File: config.mk
export PLATFORM = sky130hd
export DESIGN_NAME = gyr_tune_ctrl
export DESIGN_NICKNAME = d
export VERILOG_FILES = /design/src/rtl/gyr_tune_pkg.sv /design/src/rtl/gyr_edge_counter.sv /design/src/rtl/gyr_tune_ctrl.sv
export SDC_FILE = /design/constraint.sdc
export NUM_CORES = 1
export LEC_CHECK = 0
export BUFFER_PORTS_ARGS = -buffer_cell sky130_fd_sc_hd__buf_4
export CELL_PAD_IN_SITES_DETAIL_PLACEMENT = 0
export CELL_PAD_IN_SITES_GLOBAL_PLACEMENT = 2
export CORE_ASPECT_RATIO = 1.25
export CORE_MARGIN = 3
export CORE_UTILIZATION = 36
export CTS_BUF_LIST = sky130_fd_sc_hd__clkbuf_8 sky130_fd_sc_hd__clkbuf_16
export CTS_CLUSTER_DIAMETER = 120
export CTS_CLUSTER_SIZE = 24
export DETAILED_ROUTE_END_ITERATION = 7
export GPL_TIMING_DRIVEN = 0
export PLACE_DENSITY_LB_ADDON = 0.3
export SLEW_MARGIN = 40
export SYNTH_ARGS = -nofsm -noshare
export SYNTH_HDL_FRONTEND = slang
export SYNTH_SLANG_ARGS = --single-unit
File: constraint.sdc
create_clock -name clk -period 6.62 [get_ports clk]
set_input_delay 0.331 -clock clk [delete_from_list [all_inputs] [get_ports clk]]
set_output_delay 0.331 -clock clk [all_outputs]
set_load 0.01 [all_outputs]
File: src/rtl/gyr_tune_pkg.sv
// Shared types, defaults and the thermometer helper for the gyrator tuning controller.
// GYR_TUNE_TRACK_EN adds the background tracking state to the state enum.
package gyr_tune_pkg;

  localparam int NSLICE_DEF     = 10;
  localparam int SETTLE_CYC_DEF = 16;
  localparam int THERM_W        = 16;

  typedef enum logic [2:0] {
    ST_IDLE    = 3'd0,
    ST_SETTLE  = 3'd1,
    ST_MEASURE = 3'd2,
    ST_DECIDE  = 3'd3
`ifdef GYR_TUNE_TRACK_EN
    , ST_TRACK = 3'd4
`endif
  } state_t;

  // Bit k set when k < code; callers truncate to their slice count.
  function automatic logic [THERM_W-1:0] therm(input logic [3:0] code);
    logic [THERM_W-1:0] t;
    t = {THERM_W{1'b0}};
    for (int k = 0; k < THERM_W; k++) begin
      if (k < int'(code)) begin
        t[k] = 1'b1;
      end else begin
        t[k] = 1'b0;
      end
    end
    return t;
  endfunction

endpackage

File: src/rtl/gyr_edge_counter.sv
// Synchronizes the resonator square wave, detects rising edges and counts them
// over one 2^GATE_LOG2-cycle window per go pulse, saturating at all-ones.
module gyr_edge_counter #(
  parameter int CNT_W     = 16,
  parameter int GATE_LOG2 = 10
) (
  input  logic             clk,
  input  logic             rst,
  input  logic             osc_i,
  input  logic             go,
  output logic             done,
  output logic [CNT_W-1:0] count
);

  logic                 sync1_r;
  logic                 sync2_r;
  logic                 edge_r;
  logic                 rise_s;
  logic                 active_r;
  logic [GATE_LOG2-1:0] win_r;
  logic [CNT_W-1:0]     acc_r;
  logic [CNT_W-1:0]     base_s;
  logic [CNT_W-1:0]     acc_nxt_s;

  // Two-flop synchronizer followed by the edge-history flop.
  always_ff @(posedge clk) begin
    if (rst) begin
      sync1_r <= 1'b0;
      sync2_r <= 1'b0;
      edge_r  <= 1'b0;
    end else begin
      sync1_r <= osc_i;
      sync2_r <= sync1_r;
      edge_r  <= sync2_r;
    end
  end

  assign rise_s = sync2_r & ~edge_r;

  // The go cycle is the first window cycle, so accumulation restarts from zero there.
  always_comb begin
    base_s    = acc_r;
    acc_nxt_s = acc_r;
    if (go) begin
      base_s = {CNT_W{1'b0}};
    end else begin
      base_s = acc_r;
    end
    if (rise_s && (base_s != {CNT_W{1'b1}})) begin
      acc_nxt_s = base_s + CNT_W'(1'b1);
    end else begin
      acc_nxt_s = base_s;
    end
  end

  assign done  = active_r && (win_r == {GATE_LOG2{1'b1}});
  assign count = acc_nxt_s;

  // Window sequencing: go (re)starts a window, win_r wrapping to zero ends it.
  always_ff @(posedge clk) begin
    if (rst) begin
      active_r <= 1'b0;
      win_r    <= {GATE_LOG2{1'b0}};
      acc_r    <= {CNT_W{1'b0}};
    end else if (go) begin
      active_r <= 1'b1;
      win_r    <= GATE_LOG2'(1'b1);
      acc_r    <= acc_nxt_s;
    end else if (active_r) begin
      active_r <= ~done;
      win_r    <= win_r + GATE_LOG2'(1'b1);
      acc_r    <= acc_nxt_s;
    end else begin
      active_r <= 1'b0;
      win_r    <= win_r;
      acc_r    <= acc_r;
    end
  end

endmodule

File: src/rtl/gyr_tune_ctrl.sv
// Gyrator bank tuning controller: linear search over the gm slice code until the
// measured edge count matches the target. GYR_TUNE_TRACK_EN enables background tracking.
module gyr_tune_ctrl
  import gyr_tune_pkg::*;
#(
  parameter int NSLICE     = NSLICE_DEF,
  parameter int CNT_W      = 16,
  parameter int GATE_LOG2  = 10,
  parameter int SETTLE_CYC = SETTLE_CYC_DEF
) (
  input  logic              clk,
  input  logic              rst,
  input  logic              start_i,
  input  logic [CNT_W-1:0]  target_i,
  input  logic [7:0]        tol_i,
  input  logic              osc_i,
  output logic [3:0]        code_o,
  output logic [NSLICE-1:0] slice_en_o,
  output logic [CNT_W-1:0]  count_o,
  output logic              busy_o,
  output logic              done_o,
  output logic              lock_o,
  output logic              err_o
);

  localparam int              DW          = CNT_W + 1;
  localparam int              SC_W        = $clog2(SETTLE_CYC + 1);
  localparam logic [3:0]      CODE_MID    = 4'(NSLICE / 2);
  localparam logic [3:0]      CODE_MAX    = 4'(NSLICE);
  localparam logic [SC_W-1:0] SETTLE_LAST = SC_W'(SETTLE_CYC - 1);

  state_t            state_r;
  logic [SC_W-1:0]   settle_cnt_r;
  logic              go_r;
  logic [CNT_W-1:0]  target_r;
  logic [7:0]        tol_r;
  logic [CNT_W-1:0]  count_r;
  logic [3:0]        code_r;
  logic [NSLICE-1:0] slice_en_r;
  logic              has_prev_r;
  logic              prev_up_r;
  logic [DW-1:0]     prev_adiff_r;
  logic              busy_r;
  logic              done_r;
  logic              lock_r;
  logic              err_r;

  logic              cnt_done_s;
  logic [CNT_W-1:0]  cnt_count_s;
  logic              tracking_s;
  state_t            lock_state_s;
  logic              start_ok_s;

  logic signed [DW-1:0] diff_s;
  logic [DW-1:0]        adiff_s;
  logic                 within_s;
  logic                 wide_s;
  logic                 up_s;
  logic                 rail_s;
  logic                 reversal_s;
  logic [3:0]           step_code_s;
  logic [3:0]           prev_code_s;
  logic [3:0]           restore_code_s;

  gyr_edge_counter #(
    .CNT_W     (CNT_W),
    .GATE_LOG2 (GATE_LOG2)
  ) u_cnt (
    .clk   (clk),
    .rst   (rst),
    .osc_i (osc_i),
    .go    (go_r),
    .done  (cnt_done_s),
    .count (cnt_count_s)
  );

`ifdef GYR_TUNE_TRACK_EN
  logic tracking_r;
  assign tracking_s   = tracking_r;
  assign lock_state_s = ST_TRACK;
`else
  assign tracking_s   = 1'b0;
  assign lock_state_s = ST_IDLE;
`endif

  // While tracking the loop looks idle to the host, so a start is honoured there too.
  assign start_ok_s = start_i && ((state_r == ST_IDLE) || tracking_s);

  // Decision arithmetic on the latest completed count.
  always_comb begin
    diff_s         = $signed({1'b0, count_r}) - $signed({1'b0, target_r});
    adiff_s        = {DW{1'b0}};
    within_s       = 1'b0;
    wide_s         = 1'b0;
    up_s           = diff_s[DW-1];
    rail_s         = 1'b0;
    step_code_s    = code_r;
    prev_code_s    = code_r;
    restore_code_s = code_r;
    if (diff_s[DW-1]) begin
      adiff_s = DW'(-diff_s);
    end else begin
      adiff_s = DW'(diff_s);
    end
    within_s = (adiff_s <= DW'(tol_r));
    wide_s   = (adiff_s > DW'({tol_r, 1'b0}));
    if (up_s) begin
      rail_s      = (code_r == CODE_MAX);
      step_code_s = code_r + 4'd1;
    end else begin
      rail_s      = (code_r == 4'd0);
      step_code_s = code_r - 4'd1;
    end
    if (prev_up_r) begin
      prev_code_s = code_r - 4'd1;
    end else begin
      prev_code_s = code_r + 4'd1;
    end
    // Keep whichever code measured closer; a tie falls back to the lower code.
    if (adiff_s < prev_adiff_r) begin
      restore_code_s = code_r;
    end else if (prev_adiff_r < adiff_s) begin
      restore_code_s = prev_code_s;
    end else if (prev_code_s < code_r) begin
      restore_code_s = prev_code_s;
    end else begin
      restore_code_s = code_r;
    end
  end

  assign reversal_s = has_prev_r && (prev_up_r != up_s);

  // Calibration FSM, code register and status outputs.
  always_ff @(posedge clk) begin
    if (rst) begin
      state_r      <= ST_IDLE;
      settle_cnt_r <= {SC_W{1'b0}};
      go_r         <= 1'b0;
      target_r     <= {CNT_W{1'b0}};
      tol_r        <= 8'd0;
      count_r      <= {CNT_W{1'b0}};
      code_r       <= CODE_MID;
      slice_en_r   <= NSLICE'(therm(CODE_MID));
      has_prev_r   <= 1'b0;
      prev_up_r    <= 1'b0;
      prev_adiff_r <= {DW{1'b0}};
      busy_r       <= 1'b0;
      done_r       <= 1'b0;
      lock_r       <= 1'b0;
      err_r        <= 1'b0;
`ifdef GYR_TUNE_TRACK_EN
      tracking_r   <= 1'b0;
`endif
    end else begin
      go_r   <= 1'b0;
      done_r <= 1'b0;
      if (start_ok_s) begin
        state_r      <= ST_SETTLE;
        settle_cnt_r <= {SC_W{1'b0}};
        target_r     <= target_i;
        tol_r        <= tol_i;
        code_r       <= CODE_MID;
        slice_en_r   <= NSLICE'(therm(CODE_MID));
        has_prev_r   <= 1'b0;
        busy_r       <= 1'b1;
        lock_r       <= 1'b0;
        err_r        <= 1'b0;
`ifdef GYR_TUNE_TRACK_EN
        tracking_r   <= 1'b0;
`endif
      end else begin
        case (state_r)
          ST_IDLE: begin
            state_r <= ST_IDLE;
          end
          ST_SETTLE: begin
            if (settle_cnt_r == SETTLE_LAST) begin
              state_r      <= ST_MEASURE;
              settle_cnt_r <= {SC_W{1'b0}};
              go_r         <= 1'b1;
            end else begin
              settle_cnt_r <= settle_cnt_r + SC_W'(1'b1);
            end
          end
          ST_MEASURE: begin
            if (cnt_done_s) begin
              count_r <= cnt_count_s;
              state_r <= ST_DECIDE;
            end else begin
              state_r <= ST_MEASURE;
            end
          end
          ST_DECIDE: begin
            if (tracking_s) begin
              lock_r  <= within_s;
              state_r <= lock_state_s;
              if (wide_s && !rail_s) begin
                code_r     <= step_code_s;
                slice_en_r <= NSLICE'(therm(step_code_s));
              end else begin
                code_r <= code_r;
              end
            end else if (within_s) begin
              lock_r  <= 1'b1;
              done_r  <= 1'b1;
              busy_r  <= 1'b0;
              state_r <= lock_state_s;
`ifdef GYR_TUNE_TRACK_EN
              tracking_r <= 1'b1;
`endif
            end else if (rail_s) begin
              err_r   <= 1'b1;
              done_r  <= 1'b1;
              busy_r  <= 1'b0;
              state_r <= ST_IDLE;
            end else if (reversal_s) begin
              code_r     <= restore_code_s;
              slice_en_r <= NSLICE'(therm(restore_code_s));
              lock_r     <= 1'b0;
              done_r     <= 1'b1;
              busy_r     <= 1'b0;
              state_r    <= ST_IDLE;
            end else begin
              code_r       <= step_code_s;
              slice_en_r   <= NSLICE'(therm(step_code_s));
              has_prev_r   <= 1'b1;
              prev_up_r    <= up_s;
              prev_adiff_r <= adiff_s;
              settle_cnt_r <= {SC_W{1'b0}};
              state_r      <= ST_SETTLE;
            end
          end
`ifdef GYR_TUNE_TRACK_EN
          ST_TRACK: begin
            settle_cnt_r <= {SC_W{1'b0}};
            state_r      <= ST_SETTLE;
          end
`endif
          default: begin
            state_r <= ST_IDLE;
          end
        endcase
      end
    end
  end

  assign code_o     = code_r;
  assign slice_en_o = slice_en_r;
  assign count_o    = count_r;
  assign busy_o     = busy_r;
  assign done_o     = done_r;
  assign lock_o     = lock_r;
  assign err_o      = err_r;

endmodule

==> qor.csv, run 1 <==
metric;value;unit
slew margin rel.;0.426;
clk sinks;114;
Die H;166;µm
syn_nets;1014;
register area share after synthesis;0.310;
Final period util;0.909;
Post-CTS Resized;0;
data required time of the worst path;6920;ps
yosys warns;0;
Pint;0.00149;W
largest net degree at the start of global routing;17;
most common cell after layout, fill and taps aside;nand2_1;
gr usage total;0.188;
WL per Instance;16.1;µm
Avg Vias per Cell;5.21;
Layout fillers;2052;
Die ar.;22200;µm²
Initial Utilization;0.373;
Post-CTS Setup Bufs;0;
placed instance area;8160;µm²
RSZ-0062 raised after global routing;false;
Final setup violation count;0;
asr flop ratio synth;0;
area occupied by registers;2280;µm²
P_sw;0.000673;W
FP Rows;57;
Final HPWL DP;16000;µm
CTS Hold Buffers Added;0;
Crit Path Class;register to register;
Buffers on Ports;61;
Placer Congestion;0.840;
IO Pins;62;
1st-pass router iterations;5;
Post-Route Setup TNS;0;ps
CP arrival;6310;ps
cells after synthesis;929;
Root Buffer;clkbuf_16;
combinational power share;0.221;
Net count, final;1095;
Max Slew Vio Count;0;
switch share;0.311;
die width;134;µm
maximum vdd drop;0.000192;V
Pleak;3.58;nW
CTS Buf Count;17;
initial antenna violation count;0;
number of synthesized flops with an enable pin;0;
Antenna Cells;0;
Layout Skew;9.35;ps
Post-DRT Antenna Nets;0;
share of post-route cells with drive strength above 1;0.129;
crit start category;register;
synthesis-to-finish area growth;19.5;%
vias in the first global route;6424;
Critical Path End Type;register;
final hold vios;0;
Core Region;19800;µm²
worst-margin pin slew;861;ps
sequential cell fraction of total power;0.328;
Max FO, Critical Path;10;
multi-input gate area in the final layout;4730;µm²
most frequent cells in the layout;121 x nand2_1, 114 x dfxtp_1, 94 x a21oi_1;
# DRC;0;
min cycle time layout;6020;ps
Yosys cell types;74;
H-tree depth;4;
Pwr per Cell Area;246;nW/µm²
first-pass GRT wire length;33600;µm
total global routing overflow;0;
dominant synthesized flop cell;dfxtp_1;
clk_lat worst skew;430;ps
Hold Path Class;input port to register;
Clk pin slew, worst setup/hold paths;60;ps
Iter 0 DRT Violations;357;
CTS tree;done;
max_cap viols;0;
outcome;complete, no violations;
fin area;8790;µm²
Post-Syn Area;7360;µm²
WL final;20800;µm
f_max;166;MHz
syn avg cell area;7.92;µm²
Clock Power Share;0.452;
Seq cells post-synth;114;
DR vias;6714;
clock buffer depth;2;
cells by family (layout without fill, tap and decap cells):
family | Yosys count | count (layout) | share of synthesized area
AOI/OAI and AO/OA | 246 | 246 | 0.227
muxes | 11 | 11 | 0.0151
adders and majority gates | 57 | 57 | 0.0979
and+or+nand+nor | 353 | 353 | 0.231
xor gates and xnor gates | 59 | 59 | 0.0702
DFF | 114 | 114 | 0.310
buffers and inverters | 89 | 183 | 0.0490
power by group through the flow:
| stage | Clock (W) | Combinational (W) | Sequential (W) |
|---|---|---|---|
| 2_1_floorplan | 0 | 0.000351 | 0.000722 |
| 3_3_place_gp | 0 | 0.000477 | 0.000724 |
| 3_5_place_dp | 0 | 0.000477 | 0.000724 |
| 4_1_cts | 0.000997 | 0.000480 | 0.000709 |
| 5_1_grt | 0.00102 | 0.000542 | 0.000711 |
| 6_report | 0.000978 | 0.000478 | 0.000709 |
metrics by stage:
step           power [W]  worst slack (ps)   util  hold slack, ps  instances
2_1_floorplan    0.00107              1500      -             414        929
3_3_place_gp     0.00120               190  0.413             434       1255
6_report         0.00217               603  0.445             118       1288
4_1_cts          0.00219               285  0.445             108       1287
3_5_place_dp     0.00120               320  0.413             428       1255
5_1_grt          0.00228              47.6  0.445             160       1288
sequential cells by signal (all words and copies together) (netlist names):
register	flops
busy_o	1
slice_en_o	10
u_cnt.sync1_r	1
settle_cnt_r	5
prev_adiff_r	17
u_cnt.sync2_r	1
lock_o	1
tol_r	8
u_cnt.active_r	1
err_o	1
prev_up_r	1
target_r	16
code_o	3
done_o	1
count_o	16
state_r	2
go_r	1
u_cnt.edge_r	1
u_cnt.acc_r	16
u_cnt.win_r	10
has_prev_r	1
Yosys cell counts (5+ instances only):
cell type | instances | area share
a211oi_1 | 17 | 0.017
a211oi_2 | 10 | 0.017
a21o_1 | 11 | 0.011
a21oi_1 | 94 | 0.064
a22oi_1 | 7 | 0.0071
and2_1 | 9 | 0.0076
and3_1 | 16 | 0.014
buf_1 | 5 | 0.0026
buf_2 | 6 | 0.0041
clkbuf_1 | 28 | 0.014
dfxtp_1 | 114 | 0.31
ha_1 | 56 | 0.095
inv_1 | 46 | 0.023
mux2i_1 | 10 | 0.014
nand2_1 | 121 | 0.062
nand2b_1 | 11 | 0.0094
nand3_1 | 24 | 0.016
nand4_1 | 14 | 0.012
nor2_1 | 84 | 0.043
nor2b_1 | 18 | 0.015
nor3_1 | 22 | 0.015
o211a_1 | 5 | 0.0068
o21a_1 | 7 | 0.0071
o21ai_0 | 39 | 0.027
o21ai_1 | 6 | 0.0041
or3_1 | 8 | 0.0068
xnor2_1 | 20 | 0.024
xor2_1 | 39 | 0.046
worst max-delay path: stages (launching register included):
cell,delay [ps]
dfxtp_1,380
inv_1,120
ha_1,250
fa_1,400
nand2b_1,200
a21boi_1,250
nor2_1,80
o21ai_1,330
a311o_1,470
clkbuf_1,510
nor2_1,130
xor2_1,300
ha_1,320
a21oi_1,140
nor2_1,50
a2111oi_0,290
o31ai_1,170
a221oi_2,440
o21ai_0,280
nand2_1,160
nand2_1,140
a2111oi_1,400
nor3_1,80
final timing paths:
kind	slack [ps]	end	depth (start not counted)	startpoint
max	600	slice_en_o[5]	22	count_o[0]
min reg2reg	440	u_cnt.sync2_r	1	u_cnt.sync1_r
min	120	u_cnt.sync1_r	2	osc_i
max reg2reg	600	slice_en_o[5]	22	count_o[0]
layout make-up:
type                            count  area share
Tap cell                          265      0.0377
Clock buffer                       19      0.0515
Sequential cell                   114       0.259
Timing Repair Buffer               62      0.0526
Inverter                           46      0.0196
Multi-Input combinational cell    726       0.538
Clock inverter                     13      0.0199
Buffer                             43      0.0213
metal layers:
metal / up-vias / GRT usage / part of all wire / wire, µm
li1: 3457 / - / - / -
met1: 3158 / 0.243 / 0.47 / 9830
met2: 75 / 0.319 / 0.49 / 10100
met3: 24 / 0.0261 / 0.019 / 399
met4: 0 / 0.0671 / 0.021 / 444
met5: - / 0 / 0 / 0
No activity file was read; power rests on OpenSTA's default activity.
==> run 2: changes to the inputs <==
--- a/config.mk
+++ b/config.mk
@@ -5,12 +5,13 @@
 export SDC_FILE = /design/constraint.sdc
 export NUM_CORES = 1
 export LEC_CHECK = 0
+export ABC_AREA = 1
 export BUFFER_PORTS_ARGS = -buffer_cell sky130_fd_sc_hd__buf_4
 export CELL_PAD_IN_SITES_DETAIL_PLACEMENT = 0
 export CELL_PAD_IN_SITES_GLOBAL_PLACEMENT = 2
 export CORE_ASPECT_RATIO = 1.25
 export CORE_MARGIN = 3
-export CORE_UTILIZATION = 36
+export CORE_UTILIZATION = 34
 export CTS_BUF_LIST = sky130_fd_sc_hd__clkbuf_8 sky130_fd_sc_hd__clkbuf_16
 export CTS_CLUSTER_DIAMETER = 120
 export CTS_CLUSTER_SIZE = 24
==> run 2 against run 1 <==
Core utilization shrank 3.0 points. Clock power fell by 3.2%. Synthesized cell count increased by 28%. Sequential share of layout area is 0.87 points lower. Routed wire length grew 9.3%. Worst hold slack worse by 6.2 ps. Via count grew 9.6%. Synthesized area rose by 4.7%. Critical path depth grew 5. First-iteration DRC count rose by 7.8%. Critical path type unchanged. Critical endpoint is now slice_en_o[0]. Largest power group unchanged.
==> qor.csv, run 2 <==
metric;value;unit
outcome;complete, no violations;
clock buffer depth;2;
top cell type's share of synthesized area;0.296;
Post-Synth Simple-Gate Area;0.299;
Avg Vias per Cell;4.73;
area occupied by registers;2280;µm²
top cells by area, synth;dfxtp_1 30%, nand2_1 12%, inv_1 10%;
share of post-route cells with drive strength above 1;0.114;
Placer Congestion;0.874;
IO Pins;62;
Die H;174;µm
slew margin rel.;0.450;
Root Buffer;clkbuf_16;
die width;141;µm
Post-Syn Area;7700;µm²
Iter 0 DRT Violations;385;
Hold Path Class;input port to register;
cells after synthesis;1185;
cell taking the most area after synthesis;dfxtp_1;
sequential cell fraction of total power;0.328;
syn avg cell area;6.50;µm²
max reg flops;17;
cell family with most CP delay;simple AND/OR/NAND/NOR gates;
multi-input gate area in the final layout;4450;µm²
FP Rows;60;
clk sinks;114;
Initial Utilization;0.351;
clk_lat worst skew;420;ps
Crit. path cell count;27;
Critical Path End Type;register;
fin cells;1556;
most frequent cell after synthesis;nand2_1;
Net count, final;1349;
Max Slew Vio Count;0;
DR vias;7358;
yosys warns;0;
slowest stage delay, CP;400;ps
Clk pin slew, worst setup/hold paths;60;ps
vias in the first global route;7032;
syn_nets;1270;
Antenna Cells;0;
placed instance area;8500;µm²
Post-Route Setup TNS;0;ps
CTS Buf Count;17;
xor/xnor cell area share of the yosys netlist;0.0341;
dominant synthesized flop cell;dfxtp_1;
most frequent cells after synthesis;245 x nand2_1, 205 x inv_1, 135 x nor2_1, 114 x dfxtp_1, 91 x a21oi_1;
crit start category;register;
worst-margin pin slew;822;ps
Max FO, Critical Path;10;
Hold Path Stages;3;
Layout Skew;9.15;ps
first-pass GRT wire length;36900;µm
CP arrival;5560;ps
combinational power share;0.242;
CP max-delay cell;fa_1;
# DRC;0;
total global routing overflow;0;
synthesis-to-finish area growth;18.1;%
WL final;22700;µm
largest net degree at the start of global routing;17;
max_cap viols;0;
Post-CTS Setup Bufs;0;
CTS Hold Buffers Added;0;
most frequent cells in the layout;245 x nand2_1, 205 x inv_1, 135 x nor2_1;
final hold vios;0;
Clock Power Share;0.430;
switch share;0.342;
Layout fillers;2431;
Pwr per Cell Area;242;nW/µm²
data required time of the worst path;6900;ps
Seq cells post-synth;114;
gr usage total;0.190;
most flop-heavy register;prev_adiff_r;
maximum vdd drop;0.000184;V
Die ar.;24500;µm²
RSZ-0062 raised after global routing;false;
Buffers on Ports;60;
Post-CTS Resized;0;
adder-cell share of the synthesized area;0.0935;
placed cells;1524;
Final period util;0.797;
main combinational cell family by area after synthesis;simple AND/OR/NAND/NOR gates;
register area share after synthesis;0.296;
Pleak;4.65;nW
min cycle time layout;5280;ps
R2R depth;27;
Crit Path Class;register to register;
1st-pass router iterations;4;
fin area;9100;µm²
Post-DRT Antenna Nets;0;
most common cell after layout, fill and taps aside;nand2_1;
Synth Area in Compound Gates;0.152;
Buf/Inv on CP;4;
Final setup violation count;0;
P_sw;0.000752;W
f_max;189;MHz
initial antenna violation count;0;
asr flop ratio synth;0;
multiplexer share of the synthesized area;0;
Final HPWL DP;18300;µm
Core Region;21900;µm²
CTS tree;done;
Pint;0.00145;W
number of synthesized flops with an enable pin;0;
Yosys cell types;46;
fin util;0.415;
WL per Instance;14.6;µm
H-tree depth;4;
-- run 2: cells by family after synthesis --
logic type	Yosys count
compound gates	214
xor+xnor	30
fa+ha+maj	57
buf+inv	246
flops	114
simple gates	524
-- run 2: through the flow --
stage               total power [W]  worst slack [ps]  hold slack [ps]
floorplan                   0.00111              2500              388
global placement            0.00127              1270              391
detailed placement          0.00127              1310              399
CTS                         0.00223              1270             92.7
global route                0.00234               819             93.2
finish                      0.00220              1340              112
-- run 2: path summary, 6_finish.rpt --
check | start | to | slack [ps]
setup / recovery | count_o[0] | slice_en_o[0] | 1340
hold / removal | osc_i | u_cnt.sync1_r | 110
setup reg to reg | count_o[0] | slice_en_o[0] | 1340
hold reg to reg | u_cnt.sync1_r | u_cnt.sync2_r | 410
-- run 2: worst min-delay path: stages --
cell,delay [ps]
buf_4,70
inv_1,30
nor2_1,60
-- run 2: area by class of cell --
| type | count | share of cell area |
|---|---|---|
| clock buffers | 17 | 0.0467 |
| plain buffers | 33 | 0.0186 |
| inverters | 213 | 0.0879 |
| clock inverters | 15 | 0.0187 |
| multi-input cells | 825 | 0.489 |
| repair buffers | 60 | 0.0495 |
| well taps | 279 | 0.0384 |
| flip-flops and latches | 114 | 0.251 |
-- run 2: power groups by stage --
stage / combinational (W) / sequential (W) / clock, W
floorplan: 0.000379 / 0.000735 / 0
global placement: 0.000532 / 0.000737 / 0
detailed placement: 0.000533 / 0.000737 / 0
CTS: 0.000538 / 0.000722 / 0.000972
global route: 0.000609 / 0.000724 / 0.00101
finish: 0.000532 / 0.000721 / 0.000947
-- run 2: layer usage --
layer,wire length [µm],GRT usage,up-vias
met3,469,0.0305,25
met2,11300,0.332,88
li1,-,-,3933
met1,10600,0.243,3312
met4,363,0.0521,0
met5,0,0,-
==> run 3: changes to the inputs <==
--- a/config.mk
+++ b/config.mk
@@ -11,7 +11,7 @@
 export CELL_PAD_IN_SITES_GLOBAL_PLACEMENT = 2
 export CORE_ASPECT_RATIO = 1.25
 export CORE_MARGIN = 3
-export CORE_UTILIZATION = 34
+export CORE_UTILIZATION = 30
 export CTS_BUF_LIST = sky130_fd_sc_hd__clkbuf_8 sky130_fd_sc_hd__clkbuf_16
 export CTS_CLUSTER_DIAMETER = 120
 export CTS_CLUSTER_SIZE = 24
==> constraint.sdc (replaced) <==
create_clock -name clk -period 4.7 [get_ports clk]
set_input_delay 0.235 -clock clk [delete_from_list [all_inputs] [get_ports clk]]
set_output_delay 0.235 -clock clk [all_outputs]
set_load 0.01 [all_outputs]
==> run 3 against run 2 <==
Sequential power up 41%. Routed wire length up 4.3%. Register-to-register slack worse by 1100 ps. Maximum frequency is 20% higher. Sequential share of layout area is 1.4 points lower. Worst hold slack got worse by 15 ps. Clock skew is essentially flat. Critical endpoint is now slice_en_o[1]. Critical path type unchanged. Sequential cell count stayed put. Setup slack got worse by 1100 ps. Core utilization is 2.7 points lower. Non-clock buffer count is 21 higher.
==> qor.csv, run 3 (synthesis results as in run 2) <==
metric;value;unit
most common cell after layout, fill and taps aside;nand2_1;
fin area;9660;µm²
vias in the first global route;7349;
Critical Path End Type;register;
Buffers on Ports;60;
Net count, final;1370;
slowest stage delay, CP;620;ps
Crit Path Class;register to register;
FP Rows;64;
Final HPWL DP;18800;µm
cell family with most CP delay;simple AND/OR/NAND/NOR gates;
CTS tree;done;
Post-DRT Antenna Nets;0;
initial antenna violation count;0;
synthesis-to-finish area growth;25.4;%
max_cap viols;0;
Hold Path Class;input port to register;
Post-Route Setup TNS;0;ps
Die ar.;27700;µm²
share of post-route cells with drive strength above 1;0.168;
Pleak;4.79;nW
hold_ws;97.5;ps
f_max;227;MHz
fin cells;1628;
Final setup violation count;0;
Pwr per Cell Area;329;nW/µm²
gr usage total;0.176;
total global routing overflow;0;
placed instance area;8570;µm²
1st-pass router iterations;6;
R2R depth;24;
first-pass GRT wire length;37900;µm
CP arrival;4690;ps
clk sinks;114;
Crit. path cell count;24;
Initial Utilization;0.309;
slew margin rel.;0.495;
placed cells;1575;
min cycle time layout;4410;ps
Layout Skew;9.28;ps
most flop-heavy register;prev_adiff_r;
most frequent cells in the layout;235 x nand2_1, 202 x inv_1, 127 x nor2_1;
clock buffer depth;2;
die width;149;µm
worst-margin pin slew;755;ps
clk_lat worst skew;420;ps
Die H;185;µm
CP max-delay cell;fa_2;
maximum vdd drop;0.000239;V
H-tree depth;4;
Antenna Cells;0;
worst path cell trace;inv_4 > ha_4 > fa_2 > ha_4 > a21boi_4 > nand3_2 > nor2_2 > nand3_2 > nor2_4 > nand3_4 > nor3_4 > nand2_2 > ha_4 > nand4_1 > nor2_4 > nand3_4 > or2_4 > nand2_8 > nor2_4 > a21oi_4 > buf_6 > o21ai_1 > o21ai_1 > nand4_1;
data required time of the worst path;4980;ps
outcome;complete, no violations;
WL final;23700;µm
Placer Congestion;0.819;
WL per Instance;14.6;µm
Clk pin slew, worst setup/hold paths;60;ps
final hold vios;0;
Root Buffer;clkbuf_16;
Avg Vias per Cell;4.53;
# DRC;0;
Buf/Inv on CP;2;
crit start category;register;
largest net degree at the start of global routing;17;
Max Slew Vio Count;0;
Core Region;24900;µm²
DR vias;7382;
IO Pins;62;
Iter 0 DRT Violations;265;
Hold Path Stages;3;
Final period util;0.938;
max reg flops;17;
fin util;0.388;
Max FO, Critical Path;5;
CTS Buf Count;17;
## run 3: report_power, final
group / internal, W / total, W / switching (W)
Sequential: 0.00100 / 0.00102 / 0.0000168
Combinational: 0.000320 / 0.000872 / 0.000553
Clock: 0.000791 / 0.00128 / 0.000493
Total: 0.00211 / 0.00317 / 0.00106
## run 3: per-layer routing
layer / track usage / part of all wire
met1: 0.211 / 0.45
met2: 0.323 / 0.51
met3: 0.0311 / 0.024
met4: 0.0502 / 0.016
met5: 0 / 0
## run 3: area by class of cell
type                    instances  area [µm²]
inverters                     213         805
repair buffers                 81         614
multi-input cells             825        4780
clock inverters                14         138
fillers                      2760       15200
clock buffers                  18         439
flip-flops and latches        114        2290
well taps                     330         413
plain buffers                  33         179
## run 3: final timing paths
path         slack [ps]     startpoint             to
max                 290     count_o[0]  slice_en_o[1]
max reg2reg         290     count_o[0]  slice_en_o[1]
min reg2reg         400  u_cnt.sync1_r  u_cnt.sync2_r
min                 100    target_i[0]    target_r[0]
## run 3: what timing repair did
item	CTS	global route
setup buffers	6	14
endpoints found under the hold margin	1	0
hold buffers	1	0
gates resized for setup	18	71
setup endpoints to repair	41	42
pin swaps	2	31
gates cloned	0	0
## run 3: worst min-delay path, cell delays in order
cell and delay [ps]:
buf_4 90, o21ai_0 70, nor2_1 80
## run 3: per-stage QoR
step / setup slack, ps / total power (W)
final: 289 / 0.00317
after global routing: -13.1 / 0.00337
after CTS: 3.68 / 0.00312
after detailed placement: -576 / 0.00178
after global placement: -592 / 0.00178
after floorplan: 576 / 0.00157
